[src/rtl/uart_tx_engine.sv]
// Serial UART transmitter with phase-accumulator baud timing; frame starts the cycle after accept.
// Backpressure: tx_ready only in IDLE, enabled, with no rate update pending; tx/busy are registered.
module uart_tx_engine #(
  parameter int CLK_HZ     = 50_000_000,
  parameter int RESET_RATE = 9600,
  parameter int DATA_BITS  = 8
) (
  input  logic        clk,
  input  logic        rst_n,
  input  logic        uart_enable,
  input  logic [2:0]  uart_mode,
  input  logic [15:0] uart_rate,
  input  logic        tx_valid,
  input  logic [7:0]  tx_data,
  output logic        tx_ready,
  output logic        tx,
  output logic        uart_busy,
  output logic        uart_error,
  output logic        update_ok
);

  localparam int ACC_W = $clog2(CLK_HZ) + 1;
  localparam int CNT_W = (DATA_BITS > 1) ? $clog2(DATA_BITS) : 1;
  localparam logic [ACC_W-1:0] CLK_ACC  = ACC_W'(CLK_HZ);
  localparam logic [31:0]      MAX_RATE = 32'(CLK_HZ / 2);

  typedef enum logic [2:0] {IDLE, START, DATA, PARITY, STOP, STOP2} state_t;

  state_t               state_q, state_d;
  logic [ACC_W-1:0]     acc_q, acc_d, acc_sum;
  logic [15:0]          active_rate_q, active_rate_d, prev_rate_q;
  logic [DATA_BITS-1:0] shreg_q, shreg_d;
  logic [CNT_W-1:0]     bit_cnt_q, bit_cnt_d;
  logic                 par_en_q, par_en_d, stop2_q, stop2_d, parity_q, parity_d;
  logic                 tx_q, tx_d, busy_q, busy_d, error_q, error_d, update_q, update_d;
  logic                 rate_valid, pending, accept, tick, rate_err;

  assign rate_valid = (uart_rate != 16'd0) && (32'(uart_rate) <= MAX_RATE);
  assign pending    = rate_valid && (uart_rate != active_rate_q);
  assign rate_err   = (uart_rate != prev_rate_q) && !rate_valid;
  assign tx_ready   = (state_q == IDLE) && uart_enable && !pending;
  assign accept     = tx_valid && tx_ready;
  // active_rate <= CLK_HZ/2 keeps acc+rate below 1.5*CLK_HZ, inside ACC_W bits
  assign acc_sum    = acc_q + ACC_W'(active_rate_q);
  assign tick       = (acc_sum >= CLK_ACC);

  always_comb begin
    state_d       = state_q;
    acc_d         = acc_q;
    active_rate_d = active_rate_q;
    shreg_d       = shreg_q;
    bit_cnt_d     = bit_cnt_q;
    par_en_d      = par_en_q;
    stop2_d       = stop2_q;
    parity_d      = parity_q;
    update_d      = 1'b0;
    error_d       = rate_err;
    case (state_q)
      IDLE: begin
        if (pending) begin
          active_rate_d = uart_rate;
          update_d      = 1'b1;
        end else if (accept) begin
          state_d   = START;
          acc_d     = '0;
          bit_cnt_d = '0;
          shreg_d   = tx_data[DATA_BITS-1:0];
          par_en_d  = uart_mode[0];
          stop2_d   = uart_mode[2];
          parity_d  = (^tx_data[DATA_BITS-1:0]) ^ uart_mode[1];
        end
      end
      default: begin
        if (!uart_enable) begin
          state_d = IDLE;
          error_d = 1'b1;
        end else begin
          acc_d = tick ? (acc_sum - CLK_ACC) : acc_sum;
          if (tick) begin
            case (state_q)
              START: state_d = DATA;
              DATA: begin
                if (bit_cnt_q == CNT_W'(DATA_BITS - 1)) begin
                  state_d = par_en_q ? PARITY : STOP;
                end else begin
                  bit_cnt_d = bit_cnt_q + 1'b1;
                  shreg_d   = shreg_q >> 1;
                end
              end
              PARITY:  state_d = STOP;
              STOP:    state_d = stop2_q ? STOP2 : IDLE;
              default: state_d = IDLE;
            endcase
          end
        end
      end
    endcase

    // Line level is registered from the state being entered
    busy_d = (state_d != IDLE);
    case (state_d)
      START:   tx_d = 1'b0;
      DATA:    tx_d = shreg_d[0];
      PARITY:  tx_d = parity_d;
      default: tx_d = 1'b1;
    endcase
  end

  always_ff @(posedge clk or negedge rst_n) begin
    if (!rst_n) begin
      state_q       <= IDLE;
      acc_q         <= '0;
      active_rate_q <= 16'(RESET_RATE);
      prev_rate_q   <= 16'(RESET_RATE);
      shreg_q       <= '0;
      bit_cnt_q     <= '0;
      par_en_q      <= 1'b0;
      stop2_q       <= 1'b0;
      parity_q      <= 1'b0;
      tx_q          <= 1'b1;
      busy_q        <= 1'b0;
      error_q       <= 1'b0;
      update_q      <= 1'b0;
    end else begin
      state_q       <= state_d;
      acc_q         <= acc_d;
      active_rate_q <= active_rate_d;
      prev_rate_q   <= uart_rate;
      shreg_q       <= shreg_d;
      bit_cnt_q     <= bit_cnt_d;
      par_en_q      <= par_en_d;
      stop2_q       <= stop2_d;
      parity_q      <= parity_d;
      tx_q          <= tx_d;
      busy_q        <= busy_d;
      error_q       <= error_d;
      update_q      <= update_d;
    end
  end

  assign tx         = tx_q;
  assign uart_busy  = busy_q;
  assign uart_error = error_q;
  assign update_ok  = update_q;

endmodule

[config.mk]
export PLATFORM = sky130hd
export DESIGN_NAME = uart_tx_engine
export DESIGN_NICKNAME = d
export VERILOG_FILES = /design/src/rtl/uart_tx_engine.sv
export SDC_FILE = /design/constraint.sdc
export NUM_CORES = 1
export LEC_CHECK = 0
export ABC_AREA = 1
export ABC_CLOCK_PERIOD_IN_PS = 6050
export CAP_MARGIN = 20
export CORE_MARGIN = 4
export CORE_UTILIZATION = 60
export CTS_BUF_LIST = sky130_fd_sc_hd__clkbuf_4
export CTS_CLUSTER_DIAMETER = 200
export CTS_CLUSTER_SIZE = 16
export DETAILED_ROUTE_END_ITERATION = 8
export PLACE_DENSITY = 0.8
export SLEW_MARGIN = 20
export SYNTH_ARGS = -nofsm -noshare
export SYNTH_HDL_FRONTEND = slang
export SYNTH_SLANG_ARGS = --single-unit
[constraint.sdc]
create_clock -name clk -period 6.05 [get_ports clk]
set_clock_uncertainty 0.05 [all_clocks]
set_input_delay 0.605 -clock clk [delete_from_list [all_inputs] [get_ports clk]]
set_output_delay 0.605 -clock clk [all_outputs]
set_load 0.01 [all_outputs]
; ---- Word level (Yosys, flattened, before mapping)
; Index checks and enable logic that the tools add are counted.
[op_classes]
n_addsub = 3
magnitude_cmp = 1
eq_ne = 13
n_mux = 36
n_bitwise = 2
reduce_logical = 18
[op_table]
columns = op, count
row1 = $mux W27, 5
row2 = $mux W8, 7
row3 = $mux W3, 15
row4 = $ne A16 B16 Y1, 2
row5 = $add A27 B16 Y27, 1
row6 = $ge A27 B26 Y1 const B, 1
row7 = $sub A27 B26 Y27 const B, 1
row8 = $reduce_bool A16 Y1, 1
row9 = $eq A3 B2 Y1 const B, 4
row10 = $pmux W3 S4, 1
row11 = $reduce_xor A8 Y1, 1
row12 = $mux W1, 7
row13 = $eq A3 B1 Y1 const B, 2
row14 = $eq A3 B3 Y1 const B, 2
row15 = $ne A2 B2 Y1 const B, 3
row16 = $reduce_and A3 Y1, 2
row17 = $reduce_and A6 Y1, 1
row18 = $reduce_bool A2 Y1, 3
row19 = $logic_and A1 B1 Y1, 5
row20 = $add A3 B1 Y3 const B, 1
row21 = $logic_not A3 Y1, 1
row22 = $pmux W1 S3, 1
row23 = $reduce_bool A3 Y1, 1
row24 = $logic_not A1 Y1, 2
row25 = 3 further kinds, 3
[word_totals]
ff_bits = 80
output_inout_bits = 5
elab_cells = 87

; ---- Depth between registers and ports, before layout
; Gate-level depths: netlist of the first run.
[depth]
ltp_word = 10
depth_mapped = 27
mapped_depth_nobuf = 27

; ---- Least setup slack after synthesis of the first run
; Ideal clock, no wire load.
[synth_path]
path_kind = register -> register
start = register active_rate_q[0]
end = register shreg_q[7]
setup_ns = 0.121
arrival_ns = 3.032
t_required_ns = 5.879
setup_slack_ns = 2.847
path_stages_with_launch = 24
n_path_buf = 1
synth_period_minus_slack_ns = 3.203
path_cell_list = dfrtp_1 -> ha_1 -> inv_1 -> fa_1 -> inv_1 -> nand3_1 -> nand2_2 -> nand2_1 -> nand2_2 -> xor2_1 -> inv_1 -> ha_1 -> nand3_1 -> nand2_1 -> nor2_2 -> nand2_2 -> nand3_2 -> nand2_2 -> nand3_4 -> buf_8 -> nand3_2 -> nand2_2 -> nand2_4 -> a22o_1
[synth_via]
elab_chain_cells = 7
elab_cells_between_ends = 11
[synth_rtl]
columns = element, line
row1 = from (decl), 31  ; logic [15:0] active_rate_q, active_rate_d, prev_rate_q;
row2 = from (signal assigned), 113  ; active_rate_q <= 16'(RESET_RATE);
row3 = from (signal assigned), 127  ; active_rate_q <= active_rate_d;
row4 = branches (longest 6 deep; another with $add A27 B16 Y27), n/a
row5 = $reduce_and A6 Y1 (no source line) *, n/a
row6 = to (signal assigned), 129  ; shreg_q <= shreg_d;
row7 = to (decl), 32  ; logic [DATA_BITS-1:0] shreg_q, shreg_d;
; Mark *: on every way between the ends.
; A chain may end at the register's enable or synchronous reset.

; ---- Worst setup path in the final report of the first run
[layout_path]
start = register active_rate_q[0]
end = register tx_q, in the netlist tx
[layout_via]
elab_chain_cells = 10
elab_cells_between_ends = 24
[layout_rtl]
columns = element, line
row1 = branches (longest 7 deep; another with $add A27 B16 Y27), n/a
row2 = $mux W3 *, 58  ; case (state_q)
row3 = net state_d[0], 29  ; state_t state_q, state_d;
row4 = $eq A3 B2 Y1 / $eq A3 B1 Y1 (equally long branches), 101  ; case (state_d)
row5 = $pmux W1 S3 *, 101
row6 = net tx_d, 35  ; logic tx_q, tx_d, busy_q, busy_d, error_q, error_d, update_q, update_d;
row7 = to (signal assigned), 134  ; tx_q <= tx_d;
row8 = to (decl), 35
; Mark *: on every way through the listed nets, which the timed path passes. The select of a mux whose other input is x is not followed.

==> flow_metrics.env, run 1 <==
export IMPL_cp_required_ps=6390
export IMPL_syn_to_final_growth_pct=10.1
export IMPL_reg2reg_depth=26
export IMPL_vias=5804
export IMPL_met1_length_mm=7.00
export IMPL_status="finished, violations left"
export IMPL_syn_nets=902
export IMPL_critPathLaunchType="flop"
export IMPL_post_cts_resized=0
export IMPL_grt_pass1_vias=5582
export IMPL_cts_buffers=9
export IMPL_pwr_share_seq=0.321
export IMPL_postSynth_asyncResetShare=1.00
export IMPL_gr_total_overflow=0
export IMPL_ys_warn_count=0
export IMPL_dieArea_sq_mm=0.0120
export IMPL_r2r_start="active_rate_q[0]"
export IMPL_maxSlewHeadroom=0.509
export IMPL_pin_count=36
export IMPL_cts_tree="yes"
export IMPL_finalPower_mw=2.08
export IMPL_clk_insertion_delay_late_ps=460
export IMPL_layout_setup_ws_ps=2250
export IMPL_root_buffer="clkbuf_4"
export IMPL_synth_seq_cells=80
export IMPL_path_common_cell="nand2_1"
export IMPL_crit_end="tx"
export IMPL_layout_common_cells="246 x nand2_1, 100 x inv_1, 71 x dfrtp_1"
export IMPL_first_pass_iters=9
export IMPL_path_clk_slew_ps=140
export IMPL_mostFrequentLayoutCell="nand2_1"
export IMPL_pwr_share_comb=0.538
export IMPL_seq_area_frac_synth=0.325
export IMPL_grtUsageTotal=0.285
export IMPL_drive_gt1_frac=0.166
export IMPL_p_clk_frac=0.141
export IMPL_violations="DRC"
export IMPL_start_util=0.625
export IMPL_nets=941
export IMPL_clkSinkCount=80
export IMPL_worstMarginPinSlew_ps=736
export IMPL_rsz0062_at_grt="false"
export IMPL_post_route_util=0.688
export IMPL_r2r_slack_ps=2250
export IMPL_leakage_nw=3.40
export IMPL_die_h_um=110
export IMPL_clk_path_buf_depth=2
export IMPL_ys_flop_type="dfrtp_1"
export IMPL_clock_fmax_ghz=0.263
export IMPL_min_period_ps=3800
export IMPL_dpl_hpwl_mm=12.6
export IMPL_cap_violations=0
export IMPL_drt_iter0_drc=485
export IMPL_tns_ps=0
export IMPL_hold_start="shreg_q[5]"
export IMPL_setup_violations=0
export IMPL_topRoutingLayerUsed="met4"
export IMPL_period_share=0.628
export IMPL_io_buffers=35
export IMPL_hold_class="flop to flop"
export IMPL_vias_per_cell=5.65
export IMPL_crit_type="flop to flop"
export IMPL_antenna_found_initial=0
export IMPL_finalInstanceArea_sq_mm=0.00682
export IMPL_ys_types=45
export IMPL_dr_wl_met2_mm=7.46
export IMPL_wl_per_cell_um=15.8
export IMPL_grt_max_degree=81
export IMPL_wl_met3_mm=1.12
export IMPL_p_int_mw=1.06
export IMPL_critical_path_slowest_cell="dfrtp_1"
export IMPL_reg2reg_to="tx"
export IMPL_fp_coreArea_sq_mm=0.00991
export IMPL_crit_path_end_kind="flop"
export IMPL_grt_pass1_wl_mm=26.4
export IMPL_antenna_left=0
export IMPL_synth_area_sq_mm=0.00620
export IMPL_ir_drop_v=0.000198
export IMPL_hold_viol=0
export IMPL_drt_wl_total_mm=16.2
export IMPL_synthesis_instances=851
export IMPL_slowest_delay_ps=420
export IMPL_placementRows=36
export IMPL_dp_slack_ps=2170
export IMPL_n_antenna_cell=0
export IMPL_place_area_sq_mm=0.00666
export IMPL_power_density_mw_per_mm2=305
export IMPL_h_tree_depth=3
export IMPL_p_switching_mw=1.02
export IMPL_crit_path_start="active_rate_q[0]"
export IMPL_crit_fanout=30
export IMPL_avgSynthCellArea_sq_um=7.28
export IMPL_arrival_ps=4140
export IMPL_synth_edf_count=0
export IMPL_p_sw_frac=0.489
export IMPL_gp_congestion=0.995
export IMPL_slew_violations=0
export IMPL_post_route_drc_count=1
export IMPL_die_width_um=110
power groups by stage:
stage	logic (mW)	registers, mW	clock network (mW)
after floorplan	0.844	0.654	0
after global placement	1.06	0.672	0
after detailed placement	1.09	0.675	0
after CTS	1.10	0.665	0.294
after global routing	1.24	0.675	0.326
final	1.12	0.667	0.294
logic make-up after synthesis:
logic type | after synthesis | synth area share
buffers and inverters | 136 | 0.0862
AO/OA/AOI/OAI | 72 | 0.0683
XOR/XNOR | 53 | 0.0761
adder cells (fa/ha/maj) | 20 | 0.0416
AND/OR/NAND/NOR | 480 | 0.385
flip-flops | 80 | 0.325
multiplexers | 10 | 0.0182
worst min path at each step:
| stage | slack, ps | depth (start not counted) | to |
|---|---|---|---|
| finish | 450 | 2 | shreg_q[5] |
| floorplan | 260 | 0 | acc_q[0] |
| CTS | 280 | 1 | active_rate_q[4] |
| detailed placement | 430 | 2 | shreg_q[5] |
| global placement | 420 | 2 | shreg_q[5] |
| global route | 490 | 2 | acc_q[8] |
critical path, delay by kind of cell, from the launching register on:
| family | cells | cell delay (ps) |
|---|---|---|
| DFF | 1 | 420 |
| xor gates and xnor gates | 1 | 270 |
| adders and majority gates | 3 | 910 |
| and+or+nand+nor | 17 | 1620 |
| buffers and inverters | 5 | 450 |
registers in the layout (all words and copies together) (netlist names), 3 cells and up:
signal,cells
shreg_q,8
prev_rate_q,16
bit_cnt_q,3
acc_q,27
state_q,3
active_rate_q,16
metal layers:
metal  vias up  track usage
met5         -            0
met4         0        0.134
met3        61       0.0382
met2       269        0.456
met1      2669        0.384
li1       2805            -
synthesized netlist by cell type (all sizes together), types with 7 or more instances:
library cell	number	area, sq um
nand2	295	1260
inv	117	439
nand3	79	488
dfrtp	71	1780
nor2	63	339
xor2	37	324
o21ai	33	165
nand4	23	159
ha	19	238
xnor2	16	148
a21oi	14	77.6
o22ai	12	75.1
mux2	10	113
dfstp	9	236
clkinv	8	30.0
nor4	8	50.1
clkbuf	7	26.3
cell type report:
cell class | count | area (sq um)
Sequential cell | 80 | 2010
Timing Repair Buffer | 39 | 400
Tap cell | 133 | 166
Inverter | 125 | 469
Fill cell | 848 | 3090
Clock inverter | 6 | 43.8
Clock buffer | 10 | 75.1
Multi-Input combinational cell | 635 | 3650
repair_timing:
action                     in CTS  in global routing
hold buffers                    0                  1
hold endpoints to repair        0                 17
setup buffers                   0                  0
setup endpoints to repair       0                  0
per-stage QoR:
| step | std cells | hold WS [ps] |
|---|---|---|
| 6_report | 1028 | 452 |
| 5_1_grt | 1028 | 487 |
| 2_1_floorplan | 851 | 259 |
| 3_5_place_dp | 1010 | 428 |
| 3_3_place_gp | 1010 | 417 |
| 4_1_cts | 1026 | 276 |
Power figures use the tool's default switching activity.
==> run 2, diff against run 1 <==
Settings changed: ABC_CLOCK_PERIOD_IN_PS 6050 to 3800.
Clock period 6.05 ns to 3.8 ns, I/O delays scaled along.
==> flow_metrics.env, run 2 (synthesis results as in run 1) <==
export IMPL_status="finished clean"
export IMPL_hold_viol=0
export IMPL_reg_top3="acc_q x27, active_rate_q x16, prev_rate_q x16"
export IMPL_placementRows=36
export IMPL_grtUsageTotal=0.286
export IMPL_path_clk_slew_ps=140
export IMPL_tns_ps=0
export IMPL_ir_drop_v=0.000291
export IMPL_num_fill_cells=833
export IMPL_wl_per_cell_um=15.6
export IMPL_largest_reg_flops=27
export IMPL_cts_tree="yes"
export IMPL_clock_fmax_ghz=0.282
export IMPL_wl_met3_mm=1.09
export IMPL_dp_slack_ps=91.1
export IMPL_first_pass_iters=5
export IMPL_clkSinkCount=80
export IMPL_finalInstanceArea_sq_mm=0.00695
export IMPL_crit_fanout=10
export IMPL_place_area_sq_mm=0.00669
export IMPL_post_route_drc_count=0
export IMPL_h_tree_depth=3
export IMPL_leakage_nw=3.48
export IMPL_start_util=0.625
export IMPL_r2r_slack_ps=260
export IMPL_period_share=0.933
export IMPL_dr_wl_met2_mm=7.51
export IMPL_setup_violations=0
export IMPL_maxSlewHeadroom=0.545
export IMPL_hold_class="input pin to flop"
export IMPL_gr_total_overflow=0
export IMPL_antenna_found_initial=0
export IMPL_drt_iter0_drc=434
export IMPL_topRoutingLayerUsed="met4"
export IMPL_min_period_ps=3540
export IMPL_layout_cells_non_filler=1040
export IMPL_grt_pass1_vias=5743
export IMPL_fp_coreArea_sq_mm=0.00991
export IMPL_placed_cells=1014
export IMPL_drt_wl_total_mm=16.3
export IMPL_antenna_left=0
export IMPL_nets=953
export IMPL_grt_pass1_wl_mm=26.6
export IMPL_seqCellArea_sq_mm=0.00201
export IMPL_dpl_hpwl_mm=12.6
export IMPL_drive_gt1_frac=0.180
export IMPL_syn_to_final_growth_pct=12.1
export IMPL_root_buffer="clkbuf_4"
export IMPL_pin_count=36
export IMPL_dieArea_sq_mm=0.0120
export IMPL_critPathLaunchType="flop"
export IMPL_power_density_mw_per_mm2=492
export IMPL_top_register="acc_q"
export IMPL_vias=5865
export IMPL_multi_input_area_sq_mm=0.00368
export IMPL_clk_insertion_delay_late_ps=450
export IMPL_arrival_ps=3830
export IMPL_cp_required_ps=4090
export IMPL_n_antenna_cell=0
export IMPL_die_width_um=110
export IMPL_clk_path_buf_depth=2
export IMPL_mostFrequentLayoutCell="nand2_1"
export IMPL_layout_setup_ws_ps=256
export IMPL_met1_length_mm=6.97
export IMPL_post_route_util=0.701
export IMPL_cts_buffers=9
export IMPL_vias_per_cell=5.64
export IMPL_io_buffers=35
export IMPL_grt_max_degree=81
export IMPL_finalPower_mw=3.42
export IMPL_die_h_um=110
export IMPL_worstMarginPinSlew_ps=681
export IMPL_slew_violations=0
export IMPL_layout_common_cells="246 x nand2_1, 100 x inv_1, 70 x dfrtp_1"
export IMPL_cap_violations=0
export IMPL_crit_type="flop to flop"
export IMPL_crit_path_end_kind="flop"
export IMPL_gp_congestion=0.974
export IMPL_whs_ps=407
-- run 2: cell types whose count changed in the layout (fill, tap and decap cells not counted), sizes merged --
cell      delta
nand3        +1
inv          -1
clkinvlp     +1
clkinv       -1
buf         +11
bufinv       +1
-- run 2: metal layers --
metal | global-route usage | up-vias
met2 | 0.470 | 234
met3 | 0.0540 | 52
met5 | 0 | -
met1 | 0.364 | 2737
li1 | - | 2842
met4 | 0.135 | 0
-- run 2: worst paths after layout --
path	startpoint	to	cells past startpoint
max in group asynchronous	rst_n	prev_rate_q[10]	3
min	uart_mode[2]	stop2_q	3
max reg2reg	acc_q[0]	shreg_q[7]	23
min reg2reg	shreg_q[3]	shreg_q[3]	2
max	acc_q[0]	shreg_q[7]	23
min in group asynchronous	rst_n	prev_rate_q[9]	2
-- run 2: critical path: stages, from the launching register on --
cell     delay (ps)
dfrtp_1         430
ha_4            190
inv_1            60
fa_1            390
inv_1           100
nand3_1          80
nand2_2         130
nand2_1          70
nand2_2         100
xor2_2          200
inv_1            70
ha_1            220
nand3_1          90
nand2_1          80
nor2_2          130
nand2_2          70
nand3_2          80
nand2_2         110
nand3_4         170
buf_4           150
nand3_2          60
nand2_2          90
nand2_4         100
a22o_1          190
-- run 2: what timing repair did --
action	4_1_cts	5_1_grt
gates resized for setup	0	4
gates cloned	1	0
hold buffers	0	1
endpoints found under the setup margin	1	36
pin swaps	0	1
buffers inserted	0	7
endpoints found under the hold margin	0	42
-- run 2: area by class of cell --
type,count,share of cell area
clock buffer,10,0.0108
clock inverter,6,0.00973
inverter,125,0.0675
multi-input combinational,636,0.530
sequential,80,0.290
tap,133,0.0240
timing repair buffer,50,0.0684
-- run 2: where the power goes --
part	internal, mW	switching [mW]	total [mW]
Combinational	0.616	1.21	1.82
Sequential	0.961	0.104	1.06
Clock	0.210	0.319	0.530
==> run 3, diff against run 2 <==
Settings changed: CORE_MARGIN 4 to unset.
==> flow_metrics.env, run 3 (synthesis results as in run 1) <==
export IMPL_status="finished clean"
export IMPL_placed_cells=1014
export IMPL_antenna_found_initial=0
export IMPL_dpl_hpwl_mm=12.5
export IMPL_hold_class="input pin to flop"
export IMPL_start_util=0.625
export IMPL_largest_reg_flops=27
export IMPL_cp_cell_sequence="ha_4, inv_1, fa_1, inv_1, nand3_1, nand2_2, nand2_1, nand2_2, xor2_2, inv_1, ha_1, nand3_1, nand2_1, nor2_2, nand2_2, nand3_2, nand2_2, nand3_2, o21ai_0, xor2_1, o22ai_1"
export IMPL_power_density_mw_per_mm2=484
export IMPL_io_buffers=35
export IMPL_die_h_um=104
export IMPL_seqCellArea_sq_mm=0.00201
export IMPL_die_width_um=104
export IMPL_first_pass_iters=7
export IMPL_antenna_left=0
export IMPL_gp_congestion=1.05
export IMPL_n_antenna_cell=0
export IMPL_maxSlewHeadroom=0.513
export IMPL_crit_type="flop to flop"
export IMPL_cts_buffers=9
export IMPL_clk_insertion_delay_late_ps=450
export IMPL_path_clk_slew_ps=140
export IMPL_layout_setup_ws_ps=254
export IMPL_finalPower_mw=3.35
export IMPL_syn_to_final_growth_pct=11.8
export IMPL_mostFrequentLayoutCell="nand2_1"
export IMPL_grt_pass1_wl_mm=26.4
export IMPL_gr_total_overflow=0
export IMPL_nets=952
export IMPL_root_buffer="clkbuf_4"
export IMPL_setup_violations=0
export IMPL_top_register="acc_q"
export IMPL_drt_wl_total_mm=16.2
export IMPL_vias=5821
export IMPL_layout_cells_non_filler=1039
export IMPL_placementRows=36
export IMPL_min_period_ps=3550
export IMPL_post_route_drc_count=0
export IMPL_cap_violations=0
export IMPL_fp_coreArea_sq_mm=0.00991
export IMPL_multi_input_area_sq_mm=0.00369
export IMPL_clk_path_buf_depth=2
export IMPL_drive_gt1_frac=0.179
export IMPL_cp_required_ps=4050
export IMPL_clkSinkCount=80
export IMPL_critPathLaunchType="flop"
export IMPL_slowest_delay_ps=440
export IMPL_hold_viol=0
export IMPL_h_tree_depth=3
export IMPL_worstMarginPinSlew_ps=730
export IMPL_leakage_nw=3.48
export IMPL_dp_slack_ps=110
export IMPL_reg_top3="acc_q x27, active_rate_q x16, prev_rate_q x16"
export IMPL_grt_max_degree=81
export IMPL_period_share=0.933
export IMPL_r2r_slack_ps=250
export IMPL_crit_path_end_kind="flop"
export IMPL_cts_tree="yes"
export IMPL_num_fill_cells=816
export IMPL_dieArea_sq_mm=0.0107
export IMPL_arrival_ps=3800
export IMPL_path_common_cell="nand2_2"
export IMPL_critical_path_slowest_cell="dfrtp_1"
export IMPL_grt_pass1_vias=5743
export IMPL_crit_fanout=13
export IMPL_clock_fmax_ghz=0.282
export IMPL_wl_per_cell_um=15.6
export IMPL_pin_count=36
export IMPL_layout_common_cells="246 x nand2_1, 100 x inv_1, 71 x dfrtp_1"
export IMPL_slew_violations=0
export IMPL_vias_per_cell=5.60
export IMPL_ir_drop_v=0.000328
export IMPL_grtUsageTotal=0.311
export IMPL_drt_iter0_drc=426
==> run 3: area by class of cell <==
class,instances,share of cell area
multi-input cells,637,0.533
inverters,125,0.0678
well taps,133,0.0240
clock buffers,11,0.0119
clock inverters,5,0.00578
flip-flops and latches,80,0.291
repair buffers,48,0.0670
==> run 3: path summary, 6_finish.rpt <==
check / from / endpoint / cells past startpoint
max in group asynchronous: rst_n / acc_q[23] / 2
max reg2reg: acc_q[0] / acc_q[16] / 21
min in group asynchronous: rst_n / active_rate_q[3] / 2
max: acc_q[0] / acc_q[16] / 21
min: uart_rate[7] / prev_rate_q[7] / 1
min reg2reg: shreg_q[1] / shreg_q[1] / 2
==> run 3: routing by layer <==
metal  track usage  vias to the layer above  wire, um
met4         0.181                        0       781
met3        0.0648                       55       985
met5             0                        -         0
met2         0.495                      200      7550
met1         0.390                     2736      6840
li1              -                     2830         -
==> run 3: repair_timing <==
| item | 4_1_cts | 5_1_grt |
|---|---|---|
| hold buffers | 0 | 1 |
| gates resized for setup | 0 | 3 |
| endpoints found under the setup margin | 0 | 35 |
| buffers inserted | 0 | 6 |
| endpoints found under the hold margin | 0 | 71 |
==> run 3: metrics by stage <==
step	util	TNS [ps]	hold WS, ps	area (sq um)
6_report	0.699	0	389	6920
3_5_place_dp	0.675	0	425	6690
4_1_cts	0.688	0	47.0	6810
2_1_floorplan	-	0	34.4	6200
3_3_place_gp	0.675	0	416	6690
5_1_grt	0.699	-22.6	374	6920
==> run 3: critical path, delay by kind of cell, from the launching register on <==
| kind | cells | cell delay (ps) |
|---|---|---|
| xor gates and xnor gates | 2 | 380 |
| and+or+nand+nor | 11 | 1220 |
| adders and majority gates | 3 | 800 |
| AOI/OAI and AO/OA | 2 | 250 |
| DFF | 1 | 440 |
| buffers and inverters | 3 | 240 |
==> run 3: power by group <==
part,switching [mW],total [mW],internal (mW)
sequential,0.100,1.06,0.960
combinational,1.20,1.81,0.609
clock,0.319,0.474,0.155
